==> src/rtl/tartaruga_pkg.sv <==
// Shared types and defaults for the tartaruga reorder buffer.
// Latency: n/a (types and constants only).
// Backpressure: n/a.
// Contents: ROB_DEPTH / ROB_COMMIT_WIDTH defaults, rob_idx_t, rob_entry_t.
package tartaruga_pkg;

  localparam int ROB_DEPTH        = 8;
  localparam int ROB_COMMIT_WIDTH = 2;
  localparam int ROB_IDX_W        = $clog2(ROB_DEPTH);

  typedef logic [ROB_IDX_W-1:0] rob_idx_t;

  typedef struct packed {
    logic        valid;
    logic        completed;
    logic        branch;     // completed as a taken branch
    logic [31:0] pc;
    logic [31:0] instr;
    logic [4:0]  rd;
    logic        we;
    logic        store;
    logic [31:0] result;
    logic [31:0] new_pc;
  } rob_entry_t;

endpackage

==> src/rtl/rob_lookup.sv <==
// Youngest-writer search over the ROB for one source register.
// Latency: combinational from registered ROB state (no writeback bypass).
// Backpressure: none; pure lookup.
// Ports: i_tail (next alloc slot), i_addr (source reg), per-entry i_wr_vld/i_rd/
//        i_cmpl/i_result; o_hazard/o_completed/o_idx/o_result for the match.
module rob_lookup #(
  parameter int DEPTH = 8,
  localparam int IW   = $clog2(DEPTH)
) (
  input  logic [IW-1:0]    i_tail,
  input  logic [4:0]       i_addr,
  input  logic [DEPTH-1:0] i_wr_vld,
  input  logic [4:0]       i_rd     [DEPTH],
  input  logic [DEPTH-1:0] i_cmpl,
  input  logic [31:0]      i_result [DEPTH],
  output logic             o_hazard,
  output logic             o_completed,
  output logic [IW-1:0]    o_idx,
  output logic [31:0]      o_result
);

  logic [IW-1:0] w_pos;
  logic          w_found;

  // Walk backwards from tail-1; the first hit is the youngest writer.
  // k == DEPTH lands on tail itself, which only holds a live entry when full.
  always_comb begin
    w_found     = 1'b0;
    w_pos       = '0;
    o_hazard    = 1'b0;
    o_completed = 1'b0;
    o_idx       = '0;
    o_result    = '0;
    for (int k = 1; k <= DEPTH; k++) begin
      w_pos = i_tail - IW'(k);
      if (!w_found && (i_addr != 5'd0) && i_wr_vld[w_pos] && (i_rd[w_pos] == i_addr)) begin
        w_found     = 1'b1;
        o_hazard    = 1'b1;
        o_completed = i_cmpl[w_pos];
        o_idx       = w_pos;
        o_result    = i_result[w_pos];
      end
    end
  end

endmodule

==> src/rtl/reorder_buffer.sv <==
// Multi-commit reorder buffer: in-order alloc, out-of-order complete, in-order retire.
// Latency: complete at edge M -> retire visible in cycle M+1; flush clears on next edge.
// Backpressure: decode stalls on full_o; a full buffer still accepts alloc when head retires.
// Ports: alloc_* (decode), wb_* (writeback), src_* (hazard lookup), commit_* / flush_* (retire).
module reorder_buffer
  import tartaruga_pkg::*;
#(
  parameter int DEPTH        = ROB_DEPTH,
  parameter int COMMIT_WIDTH = ROB_COMMIT_WIDTH,
  parameter int NUM_SRC      = 2,
  localparam int IW          = $clog2(DEPTH),
  localparam int CW          = IW + 1
) (
  input  logic                      clk_i,
  input  logic                      rstn_i,
  input  logic                      alloc_valid_i,
  input  logic [31:0]               alloc_pc_i,
  input  logic [31:0]               alloc_instr_i,
  input  logic [4:0]                alloc_rd_i,
  input  logic                      alloc_we_i,
  input  logic                      alloc_store_i,
  output logic [IW-1:0]             alloc_idx_o,
  output logic                      full_o,
  input  logic                      wb_valid_i,
  input  logic [IW-1:0]             wb_idx_i,
  input  logic [31:0]               wb_result_i,
  input  logic                      wb_branch_taken_i,
  input  logic [31:0]               wb_new_pc_i,
  input  logic [NUM_SRC*5-1:0]      src_addr_i,
  output logic [NUM_SRC-1:0]        src_hazard_o,
  output logic [NUM_SRC-1:0]        src_completed_o,
  output logic [NUM_SRC*IW-1:0]     src_idx_o,
  output logic [NUM_SRC*32-1:0]     src_result_o,
  output logic [COMMIT_WIDTH-1:0]   commit_valid_o,
  output logic [COMMIT_WIDTH*32-1:0] commit_pc_o,
  output logic [COMMIT_WIDTH*32-1:0] commit_instr_o,
  output logic [COMMIT_WIDTH*32-1:0] commit_result_o,
  output logic [COMMIT_WIDTH*5-1:0] commit_rd_o,
  output logic [COMMIT_WIDTH-1:0]   commit_we_o,
  output logic [COMMIT_WIDTH-1:0]   commit_store_o,
  output logic                      flush_o,
  output logic [31:0]               flush_pc_o
);

  rob_entry_t        r_entries [DEPTH];
  logic [IW-1:0]     r_head;
  logic [IW-1:0]     r_tail;
  logic [CW-1:0]     r_count;

  logic [COMMIT_WIDTH-1:0] w_commit;
  logic [IW-1:0]     w_lane_idx [COMMIT_WIDTH];
  logic [1:0]        w_nret;
  logic              w_chain;
  logic              w_flush;
  logic [31:0]       w_flush_pc;
  logic              w_alloc;
  logic              w_wb;
  rob_entry_t        w_new;

  // Retire selection: lanes stop at the first not-ready entry or after a taken branch.
  always_comb begin
    w_commit   = '0;
    w_nret     = '0;
    w_chain    = 1'b1;
    w_flush    = 1'b0;
    w_flush_pc = '0;
    for (int k = 0; k < COMMIT_WIDTH; k++) begin
      w_lane_idx[k] = r_head + IW'(k);
      if (w_chain && r_entries[w_lane_idx[k]].valid && r_entries[w_lane_idx[k]].completed) begin
        w_commit[k] = 1'b1;
        w_nret      = w_nret + 2'd1;
        if (r_entries[w_lane_idx[k]].branch) begin
          w_flush    = 1'b1;
          w_flush_pc = r_entries[w_lane_idx[k]].new_pc;
          w_chain    = 1'b0;
        end
      end else begin
        w_chain = 1'b0;
      end
    end
  end

  // When full, the head slot (== tail) frees up this cycle if anything retires.
  assign full_o      = (r_count == CW'(DEPTH));
  assign alloc_idx_o = r_tail;
  assign w_alloc     = alloc_valid_i && (!full_o || (w_nret != 2'd0)) && !w_flush;
  assign w_wb        = wb_valid_i && r_entries[wb_idx_i].valid && !w_flush;
  assign flush_o     = w_flush;
  assign flush_pc_o  = w_flush_pc;

  always_comb begin
    w_new       = '0;
    w_new.valid = 1'b1;
    w_new.pc    = alloc_pc_i;
    w_new.instr = alloc_instr_i;
    w_new.rd    = alloc_rd_i;
    w_new.we    = alloc_we_i;
    w_new.store = alloc_store_i;
  end

  always_comb begin
    commit_valid_o  = w_commit;
    commit_pc_o     = '0;
    commit_instr_o  = '0;
    commit_result_o = '0;
    commit_rd_o     = '0;
    commit_we_o     = '0;
    commit_store_o  = '0;
    for (int k = 0; k < COMMIT_WIDTH; k++) begin
      if (w_commit[k]) begin
        commit_pc_o[k*32 +: 32]     = r_entries[w_lane_idx[k]].pc;
        commit_instr_o[k*32 +: 32]  = r_entries[w_lane_idx[k]].instr;
        commit_result_o[k*32 +: 32] = r_entries[w_lane_idx[k]].result;
        commit_rd_o[k*5 +: 5]       = r_entries[w_lane_idx[k]].rd;
        commit_we_o[k]              = r_entries[w_lane_idx[k]].we && (r_entries[w_lane_idx[k]].rd != 5'd0);
        commit_store_o[k]           = r_entries[w_lane_idx[k]].store;
      end
    end
  end

  // Order matters: completion, then retire-invalidate, then allocation, so an
  // allocation into the slot retiring this cycle wins.
  always_ff @(posedge clk_i or negedge rstn_i) begin
    if (!rstn_i) begin
      for (int i = 0; i < DEPTH; i++) r_entries[i] <= '0;
      r_head  <= '0;
      r_tail  <= '0;
      r_count <= '0;
    end else if (w_flush) begin
      for (int i = 0; i < DEPTH; i++) begin
        r_entries[i].valid     <= 1'b0;
        r_entries[i].completed <= 1'b0;
      end
      r_head  <= '0;
      r_tail  <= '0;
      r_count <= '0;
    end else begin
      if (w_wb) begin
        r_entries[wb_idx_i].completed <= 1'b1;
        r_entries[wb_idx_i].result    <= wb_result_i;
        r_entries[wb_idx_i].branch    <= wb_branch_taken_i;
        r_entries[wb_idx_i].new_pc    <= wb_new_pc_i;
      end
      for (int k = 0; k < COMMIT_WIDTH; k++) begin
        if (w_commit[k]) begin
          r_entries[w_lane_idx[k]].valid     <= 1'b0;
          r_entries[w_lane_idx[k]].completed <= 1'b0;
        end
      end
      if (w_alloc) r_entries[r_tail] <= w_new;
      r_head  <= r_head + IW'(w_nret);
      r_tail  <= r_tail + IW'(w_alloc);
      r_count <= r_count + CW'(w_alloc) - CW'(w_nret);
    end
  end

  // Flattened per-entry views for the lookup ports.
  logic [DEPTH-1:0] w_wr_vld;
  logic [DEPTH-1:0] w_cmpl;
  logic [4:0]       w_rd  [DEPTH];
  logic [31:0]      w_res [DEPTH];

  always_comb begin
    for (int i = 0; i < DEPTH; i++) begin
      w_wr_vld[i] = r_entries[i].valid && r_entries[i].we;
      w_cmpl[i]   = r_entries[i].completed;
      w_rd[i]     = r_entries[i].rd;
      w_res[i]    = r_entries[i].result;
    end
  end

  for (genvar g = 0; g < NUM_SRC; g++) begin : g_lookup
    rob_lookup #(.DEPTH(DEPTH)) u_lookup (
      .i_tail      (r_tail),
      .i_addr      (src_addr_i[g*5 +: 5]),
      .i_wr_vld    (w_wr_vld),
      .i_rd        (w_rd),
      .i_cmpl      (w_cmpl),
      .i_result    (w_res),
      .o_hazard    (src_hazard_o[g]),
      .o_completed (src_completed_o[g]),
      .o_idx       (src_idx_o[g*IW +: IW]),
      .o_result    (src_result_o[g*32 +: 32])
    );
  end

endmodule

==> config.mk <==
export PLATFORM = sky130hd
export DESIGN_NAME = reorder_buffer
export DESIGN_NICKNAME = d
export VERILOG_FILES = /design/src/rtl/tartaruga_pkg.sv /design/src/rtl/rob_lookup.sv /design/src/rtl/reorder_buffer.sv
export SDC_FILE = /design/constraint.sdc
export NUM_CORES = 2
export LEC_CHECK = 0
export ABC_AREA = 1
export CELL_PAD_IN_SITES_DETAIL_PLACEMENT = 1
export CELL_PAD_IN_SITES_GLOBAL_PLACEMENT = 2
export CORE_UTILIZATION = 36
export DETAILED_ROUTE_END_ITERATION = 8
export PLACE_DENSITY_LB_ADDON = 0.1
export SETUP_SLACK_MARGIN = 0.02
export SLEW_MARGIN = 20
export SYNTH_ARGS = -nofsm -noshare
export SYNTH_HDL_FRONTEND = slang
export SYNTH_HIERARCHICAL = 1
export SYNTH_SLANG_ARGS = --single-unit
==> constraint.sdc <==
create_clock -name clk_i -period 11.5 [get_ports clk_i]
set_input_delay 1.15 -clock clk_i [delete_from_list [all_inputs] [get_ports clk_i]]
set_output_delay 1.15 -clock clk_i [all_outputs]
set_load 0.01 [all_outputs]
* After elaboration in Yosys (flattened, before gate mapping) *
Cells that the tools add are included.

word-level totals
  output and inout port bits = 319
  bits in registers = 1114
  logic and storage cells = 460
  input port bits = 153

operators by class
  reductions and logical operators = 89
  equality and inequality tests = 17
  bitwise gates (word level) = 11
  multiplexer cells = 224
  order comparisons = 23
  $add $sub $neg = 13

operators by type and width
  cell                                                       count
  bitwise mux 1104 bit                                       9
  2-to-1 mux 1104 bit                                        7
  demux 138 bit (select 3 bit)                               9
  2-to-1 mux 32 bit                                          43
  binary-select mux 138 bit (select 3 bit)                   3
  2-to-1 mux 138 bit                                         9
  binary-select mux 32 bit (select 3 bit)                    8
  2-to-1 mux 137 bit                                         3
  2-to-1 mux 136 bit                                         1
  binary-select mux 5 bit (select 3 bit)                     8
  2-to-1 mux 5 bit                                           18
  equality test 5 bit                                        16
  logical AND 1 bit                                          67
  2-to-1 mux 64 bit                                          1
  2-to-1 mux 1 bit                                           61
  2-to-1 mux 3 bit                                           18
  binary-select mux 1 bit (select 3 bit)                     16
  greater-or-equal comparator 4 bit (second input constant)  11
  NOT 3 -> 4 bit                                             11
  < comparator 3 x 4 -> 1 bit (second input constant)        8
  nonzero test 5 bit                                         4
  2-to-1 mux 2 bit                                           9
  logical NOT 1 bit                                          16
  < comparator 4 x 1 -> 1 bit (second input constant)        4
  other kinds (13)                                           17

* Depth between registers and ports, before layout *
  word-level depth = 43
  depth in mapped cells = 26
  gate-level depth less buffers = 19

* Hierarchy *
Netlist, hierarchy kept.

by module, submodules not included
  module                              cells an instance  sequential area each (um^2)  area each (um^2)  instances
  reorder_buffer                      8277               27876.7                      59198.0           1
  rob_lookup at g_lookup[1].u_lookup  3167               0.0                          13862.0           1
  rob_lookup at g_lookup[0].u_lookup  3167               0.0                          13848.3           1

* Worst setup path before layout *
No wires, ideal clock.

  kind = register to output
  start = register r_tail[1], in the netlist alloc_idx_o[1]
  end = output port src_idx_o[3]
  required time = 10.350 ns
  path slack = 6.549 ns
  buffers on the path = 9
  stages on the path, launching flop included = 27
  arrival time = 3.801 ns
  cell sequence = dfrtp_1 buf_2 inv_2 buf_2 buf_2 buf_1 clkbuf_1 ha_1 buf_2 inv_2 buf_4 buf_2 nand3_1 nand3_1 nand2_1 nand2_1 nand2_1 nor2_1 nand2_1 nor2_1 nand3_4 buf_6 nand2_1 a21oi_1 nand2_1 nor2_1 nor2_1

between the ends
  word-level cells in the longest chain between the ends = 43
  elaborated cells on any way between the ends = 108
  those cells by class = 7 x add/sub; 8 x eq/ne; 55 x mux; 8 x bitwise; 30 x reduce/logical

RTL lines
  item                                                 RTL line               RTL
  from (decl)                                          reorder_buffer.sv:47   logic [IW-1:0] r_tail;
  from (signal assigned)                               reorder_buffer.sv:152  r_tail <= r_tail + IW'(w_alloc);
  subtractor 3 x 1 -> 3 bit                            rob_lookup.sv:35       w_pos = i_tail - IW'(k);
  NOT 3 -> 4 bit (not written as such)                 rob_lookup.sv:36       if (!w_found && (i_addr != 5'd0) && i_wr_vld[w_pos] && (i_rd[w_pos] == i_addr)) begin
  binary-select mux 5 bit (select 3 bit)               rob_lookup.sv:36
  2-to-1 mux 5 bit (not written as such) (2 in a row)  rob_lookup.sv:36
  equality test 5 bit                                  rob_lookup.sv:36
  logical AND 1 bit                                    rob_lookup.sv:36
  2-to-1 mux 1 bit                                     rob_lookup.sv:36
  logical NOT 1 bit                                    rob_lookup.sv:36
  [... 20 more ...]                                    n/a
  logical AND 1 bit (3 in a row)                       rob_lookup.sv:36
  2-to-1 mux 1 bit                                     rob_lookup.sv:36
  logical NOT 1 bit                                    rob_lookup.sv:36
  logical AND 1 bit (3 in a row)                       rob_lookup.sv:36
  2-to-1 mux 1 bit                                     rob_lookup.sv:36
  logical NOT 1 bit                                    rob_lookup.sv:36
  logical AND 1 bit (3 in a row)                       rob_lookup.sv:36
  2-to-1 mux 3 bit *                                   rob_lookup.sv:36
  to (decl)                                            reorder_buffer.sv:32   output logic [NUM_SRC*IW-1:0] src_idx_o,

Mark *: on every way between the ends. The rest lies on a longest branch, timed or not. The select of a mux whose other input is x is not followed.

* Worst setup path after layout *
  start = register r_tail[1], in the netlist alloc_idx_o[1]
  end = output port src_result_o[29]

between the ends
  word-level cells in the longest chain between the ends = 43
  elaborated cells on any way between the ends = 132
  those cells by class = 7 x add/sub; 8 x eq/ne; 79 x mux; 8 x bitwise; 30 x reduce/logical

RTL lines
  item                                                 RTL line                            RTL
  subtractor 3 x 1 -> 3 bit                            rob_lookup.sv:35
  NOT 3 -> 4 bit (not written as such)                 rob_lookup.sv:36, rob_lookup.sv:41
  binary-select mux 5 bit (select 3 bit)               rob_lookup.sv:36
  2-to-1 mux 5 bit (not written as such) (2 in a row)  rob_lookup.sv:36
  equality test 5 bit                                  rob_lookup.sv:36
  logical AND 1 bit                                    rob_lookup.sv:36
  2-to-1 mux 1 bit                                     rob_lookup.sv:36
  logical NOT 1 bit                                    rob_lookup.sv:36
  [... 20 more ...]                                    n/a
  logical AND 1 bit (3 in a row)                       rob_lookup.sv:36
  2-to-1 mux 1 bit                                     rob_lookup.sv:36
  logical NOT 1 bit                                    rob_lookup.sv:36
  logical AND 1 bit (3 in a row)                       rob_lookup.sv:36
  2-to-1 mux 1 bit                                     rob_lookup.sv:36
  logical NOT 1 bit                                    rob_lookup.sv:36
  logical AND 1 bit (3 in a row)                       rob_lookup.sv:36
  2-to-1 mux 32 bit *                                  rob_lookup.sv:36
  to (decl)                                            reorder_buffer.sv:33                output logic [NUM_SRC*32-1:0] src_result_o,

Marks and branches as above.

==> impl_metrics.env <==
export IMPL_numCtsBuffers=118
export IMPL_powerDensity_mw_per_mm2=409
export IMPL_syn_nets=14781
export IMPL_netlist_area_leader_share=0.321
export IMPL_switching_power_w=0.0243
export IMPL_synthMuxAreaShare=0.000130
export IMPL_antenna_found_initial=64
export IMPL_cts_path_max_buffers=3
export IMPL_period_needed_ns=8.82
export IMPL_setup_tns_ns=0
export IMPL_overflow=0
export IMPL_drt_vias_per_instance=6.06
export IMPL_status="completed"
export IMPL_clk_pin_slew_ns=0.07
export IMPL_synth_ff_type="dfrtp_1"
export IMPL_hold_path_class="in2async"
export IMPL_ctsHtreeMaxLevel=3
export IMPL_cp_slowest_cell="dfrtp_4"
export IMPL_fp_coreArea_mm2=0.240
export IMPL_power_leakage_nw=49.3
export IMPL_crit_type="reg2out"
export IMPL_grt_util_all_layers=0.409
export IMPL_hold_viol_final=0
export IMPL_fin_skew_ns=0.0329
export IMPL_synth_seq_area_share=0.321
export IMPL_area_growth_pct=11.4
export IMPL_dr_pass1_iters=6
export IMPL_path_cells="inv_4 > ha_4 > buf_4 > nand3_1 > nand2_1 > nand2_1 > nand2_1 > nand2_1 > nand2_1 > nor2_4 > buf_4 > nand3_2 > buf_4 > nand3_2 > nor2_4 > buf_4 > nand2_1 > nand3_1 > nor2_1 > nand3_1 > clkdlybuf4s50_1"
export IMPL_combPwrFrac=0.675
export IMPL_cts_sinks=1114
export IMPL_synthXorXnorAreaFrac=0.00363
export IMPL_final_cell_area_mm2=0.0968
export IMPL_synth_compound_area_frac=0.163
export IMPL_critPathMaxStageDelay_ns=0.91
export IMPL_p_sw_frac=0.613
export IMPL_rows=180
export IMPL_port_buffers=471
export IMPL_nNetsFinal=14362
export IMPL_path_max_fanout=87
export IMPL_fmax_mhz=113
export IMPL_critPathMostFrequentCell="nand2_1"
export IMPL_critPathTopFamily="buffers and inverters"
export IMPL_avgRoutedWirePerCell_um=29.3
export IMPL_synth_adder_area_share=0.00262
export IMPL_post_cts_resized=0
export IMPL_via_count=105965
export IMPL_antenna_left=0
export IMPL_worstSetupStartpointType="register"
export IMPL_hold_buffers=0
export IMPL_slew_violations=0
export IMPL_irDropWorstVdd_uv=335
export IMPL_routed_wirelength_mm=513
export IMPL_start_util=0.362
export IMPL_synthCells=14611
export IMPL_clock_power_share=0.105
export IMPL_drc=0
export IMPL_clock_root_buffer="clkbuf_16"
export IMPL_critPathBufInv=6
export IMPL_tightest_slew_ns=1.29
export IMPL_rrSetupSlack_ns=4.57
export IMPL_maxCapViolations=0
export IMPL_arrival_ns=7.67
export IMPL_avgSynthCellArea_um2=5.95
export IMPL_r2r_cells=18
export IMPL_final_util=0.403
export IMPL_clk_latency_ns=0.79
export IMPL_drtIter0Drc=11494
export IMPL_synth_edff_count=0
export IMPL_place_area_mm2=0.0926
export IMPL_synth_largest_area_cell="dfrtp_1"
export IMPL_intPower_w=0.0154
export IMPL_netlist_area_mm2=0.0869
export IMPL_dpl_hpwl_mm=328
export IMPL_setup_viol=0
export IMPL_cts_setup_buffers=0
export IMPL_grt_max_degree=164
export IMPL_place_gp_congestion=0.954
export IMPL_yosys_area_share_simple=0.398
export IMPL_rsz0062_at_grt="no"
export IMPL_synthDistinctLibCells=52
export IMPL_synth_seq_cells=1114
export IMPL_die_area_mm2=0.243
export IMPL_cts_tree="done"
export IMPL_cp_end_kind="primary output"
export IMPL_async_flop_share=1.00
export IMPL_period_share=0.767
export IMPL_drive_above_1_share=0.0365
export IMPL_die_y_um=493
export IMPL_required_ns=10.35
export IMPL_die_x_um=493
export IMPL_yosysWarnings=6
export IMPL_reg2reg_to="r_entries[998]$_DFFE_PN0N_"
export IMPL_synth_top_family_by_area="simple AND/OR/NAND/NOR gates"
export IMPL_synth_area_leaders="dfrtp_1 (32%), nand2_1 (24%), o21ai_0 (7.4%), nor2_1 (7.0%), nand3_1 (6.3%)"
export IMPL_io_pins=472
export IMPL_pwr_share_seq=0.221
export IMPL_grt_pass1_wl_mm=736
export IMPL_slew_headroom=0.130
export IMPL_grt_pass1_vias=104050
export IMPL_r2r_start="r_head[0]$_DFF_PN0_"
per-layer routing:
metal  share of wire  vias up  track usage
met4           0.053       68        0.199
met5         0.00094        -            0
met2            0.43     5222        0.623
met3           0.099     1222       0.0919
met1            0.42    53061        0.546
li1                -    46392            -
area by class of cell:
type / instances / area (µm²)
sequential: 1114 / 27900
fill: 31847 / 144000
inverter: 1204 / 4560
antenna: 23 / 57.6
timing repair buffer: 674 / 6430
clock inverter: 42 / 503
multi-input combinational: 11080 / 49800
clock buffer: 175 / 3560
tap: 3185 / 3990
cells in the final DEF (no fill, tap or decap), types with 9 or more instances in the layout:
cell / Yosys / routed
a21oi_1: 146 / 146
a221oi_1: 23 / 23
a22oi_1: 23 / 23
a31oi_1: 68 / 68
buf_12: 0 / 13
buf_4: 34 / 188
bufinv_16: 0 / 10
clkbuf_1: 718 / 23
clkbuf_16: 0 / 123
clkbuf_8: 0 / 29
clkdlybuf4s50_1: 0 / 470
clkinv_2: 0 / 27
dfrtp_1: 1114 / 1110
diode_2: 0 / 23
ha_1: 15 / 13
inv_1: 1174 / 1170
inv_2: 15 / 15
nand2_1: 5451 / 5435
nand2_4: 0 / 17
nand3_1: 1086 / 1075
nand3_4: 3 / 12
nand4_1: 169 / 169
nor2_1: 1618 / 1612
nor2_4: 10 / 22
nor3_1: 61 / 61
nor4_1: 131 / 122
nor4_2: 0 / 9
o2111ai_1: 66 / 66
o211ai_1: 18 / 18
o21ai_0: 1287 / 1287
o21ai_1: 29 / 29
o221ai_1: 77 / 77
o22ai_1: 688 / 688
o41ai_1: 31 / 31
xor2_1: 23 / 23
synthesized netlist by cell type (3+ instances only):
master	instances
buf_1	138
o21bai_1	7
buf_4	34
o22ai_1	688
nor3_1	61
o221ai_1	77
a21oi_1	146
nand2_2	7
a22oi_1	23
buf_2	294
inv_2	15
o21ai_1	29
clkbuf_2	15
nor2_1	1618
nand3_2	6
xor2_1	23
o211ai_1	18
dfrtp_1	1114
a221oi_1	23
nand3_4	3
nor2_2	6
inv_1	1174
nor4_1	131
clkbuf_1	718
xnor2_1	3
ha_1	15
clkinv_1	11
o41ai_1	31
nor2_4	10
inv_4	4
o2111ai_1	66
nand2_1	5451
a31oi_1	68
buf_6	14
nand3_1	1086
nand4_1	169
o21ai_0	1287
or2_2	7
cell families (layout without fill, tap and decap cells):
| family | after synthesis | count (layout) |
|---|---|---|
| flops | 1114 | 1114 |
| compound gates | 2470 | 2470 |
| simple gates | 8562 | 8562 |
| xor+xnor | 30 | 30 |
| fa+ha+maj | 17 | 17 |
| mux | 1 | 1 |
| buf+inv | 2417 | 2095 |
| other cells | 0 | 23 |
worst register-to-register path: stages, from the launching register on:
cell     delay [ns]
dfrtp_2        0.39
buf_4          0.29
inv_2          0.67
nand2_1        0.13
nand2_1        0.10
nand2_1        0.05
nand2_1        0.09
nand2_1        0.05
nand2_1        0.14
nand2_4        0.47
inv_2          0.55
nand2_1        0.48
nand3_4        0.48
inv_4          0.23
nand2_4        0.64
buf_4          0.85
buf_4          0.86
nand2_1        0.23
nor2_1         0.13
stage by stage:
step | total power (W) | cells | hold WS, ns | setup WS, ns
global placement | 0.0339 | 17255 | 0.471 | 3.34
finish | 0.0396 | 17497 | 0.357 | 2.68
detailed placement | 0.0345 | 17255 | 0.479 | 3.22
global route | 0.0419 | 17490 | 0.410 | 2.42
floorplan | 0.0232 | 14611 | 0.453 | 6.55
CTS | 0.0388 | 17472 | 0.385 | 2.37
registers in the layout (all words and copies together), names as in the netlist:
| name | flops |
|---|---|
| r_entries | 1104 |
| alloc_idx_o | 3 |
| r_count | 4 |
| r_head | 3 |
worst max path at each step:
stage | from | to | slack, ns | cells past startpoint
floorplan | alloc_idx_o[1]$_DFF_PN0_ | src_idx_o[3] | 6.55 | 26
global placement | alloc_idx_o[0]$_DFF_PN0_ | src_result_o[29] | 3.34 | 21
detailed placement | alloc_idx_o[0]$_DFF_PN0_ | src_result_o[29] | 3.22 | 21
CTS | alloc_idx_o[0]$_DFF_PN0_ | src_result_o[29] | 2.37 | 21
global route | alloc_idx_o[1]$_DFF_PN0_ | src_result_o[29] | 2.42 | 21
finish | alloc_idx_o[1]$_DFF_PN0_ | src_result_o[29] | 2.68 | 21
power by group through the flow:
| stage | combinational, W | sequential (W) | clock (W) |
|---|---|---|---|
| after floorplan | 0.0162 | 0.00693 | 0 |
| after global placement | 0.0255 | 0.00844 | 0 |
| after detailed placement | 0.0260 | 0.00853 | 0 |
| after CTS | 0.0261 | 0.00848 | 0.00418 |
| after global routing | 0.0288 | 0.00876 | 0.00432 |
| final | 0.0267 | 0.00874 | 0.00415 |
Power figures use the tool's default switching activity.
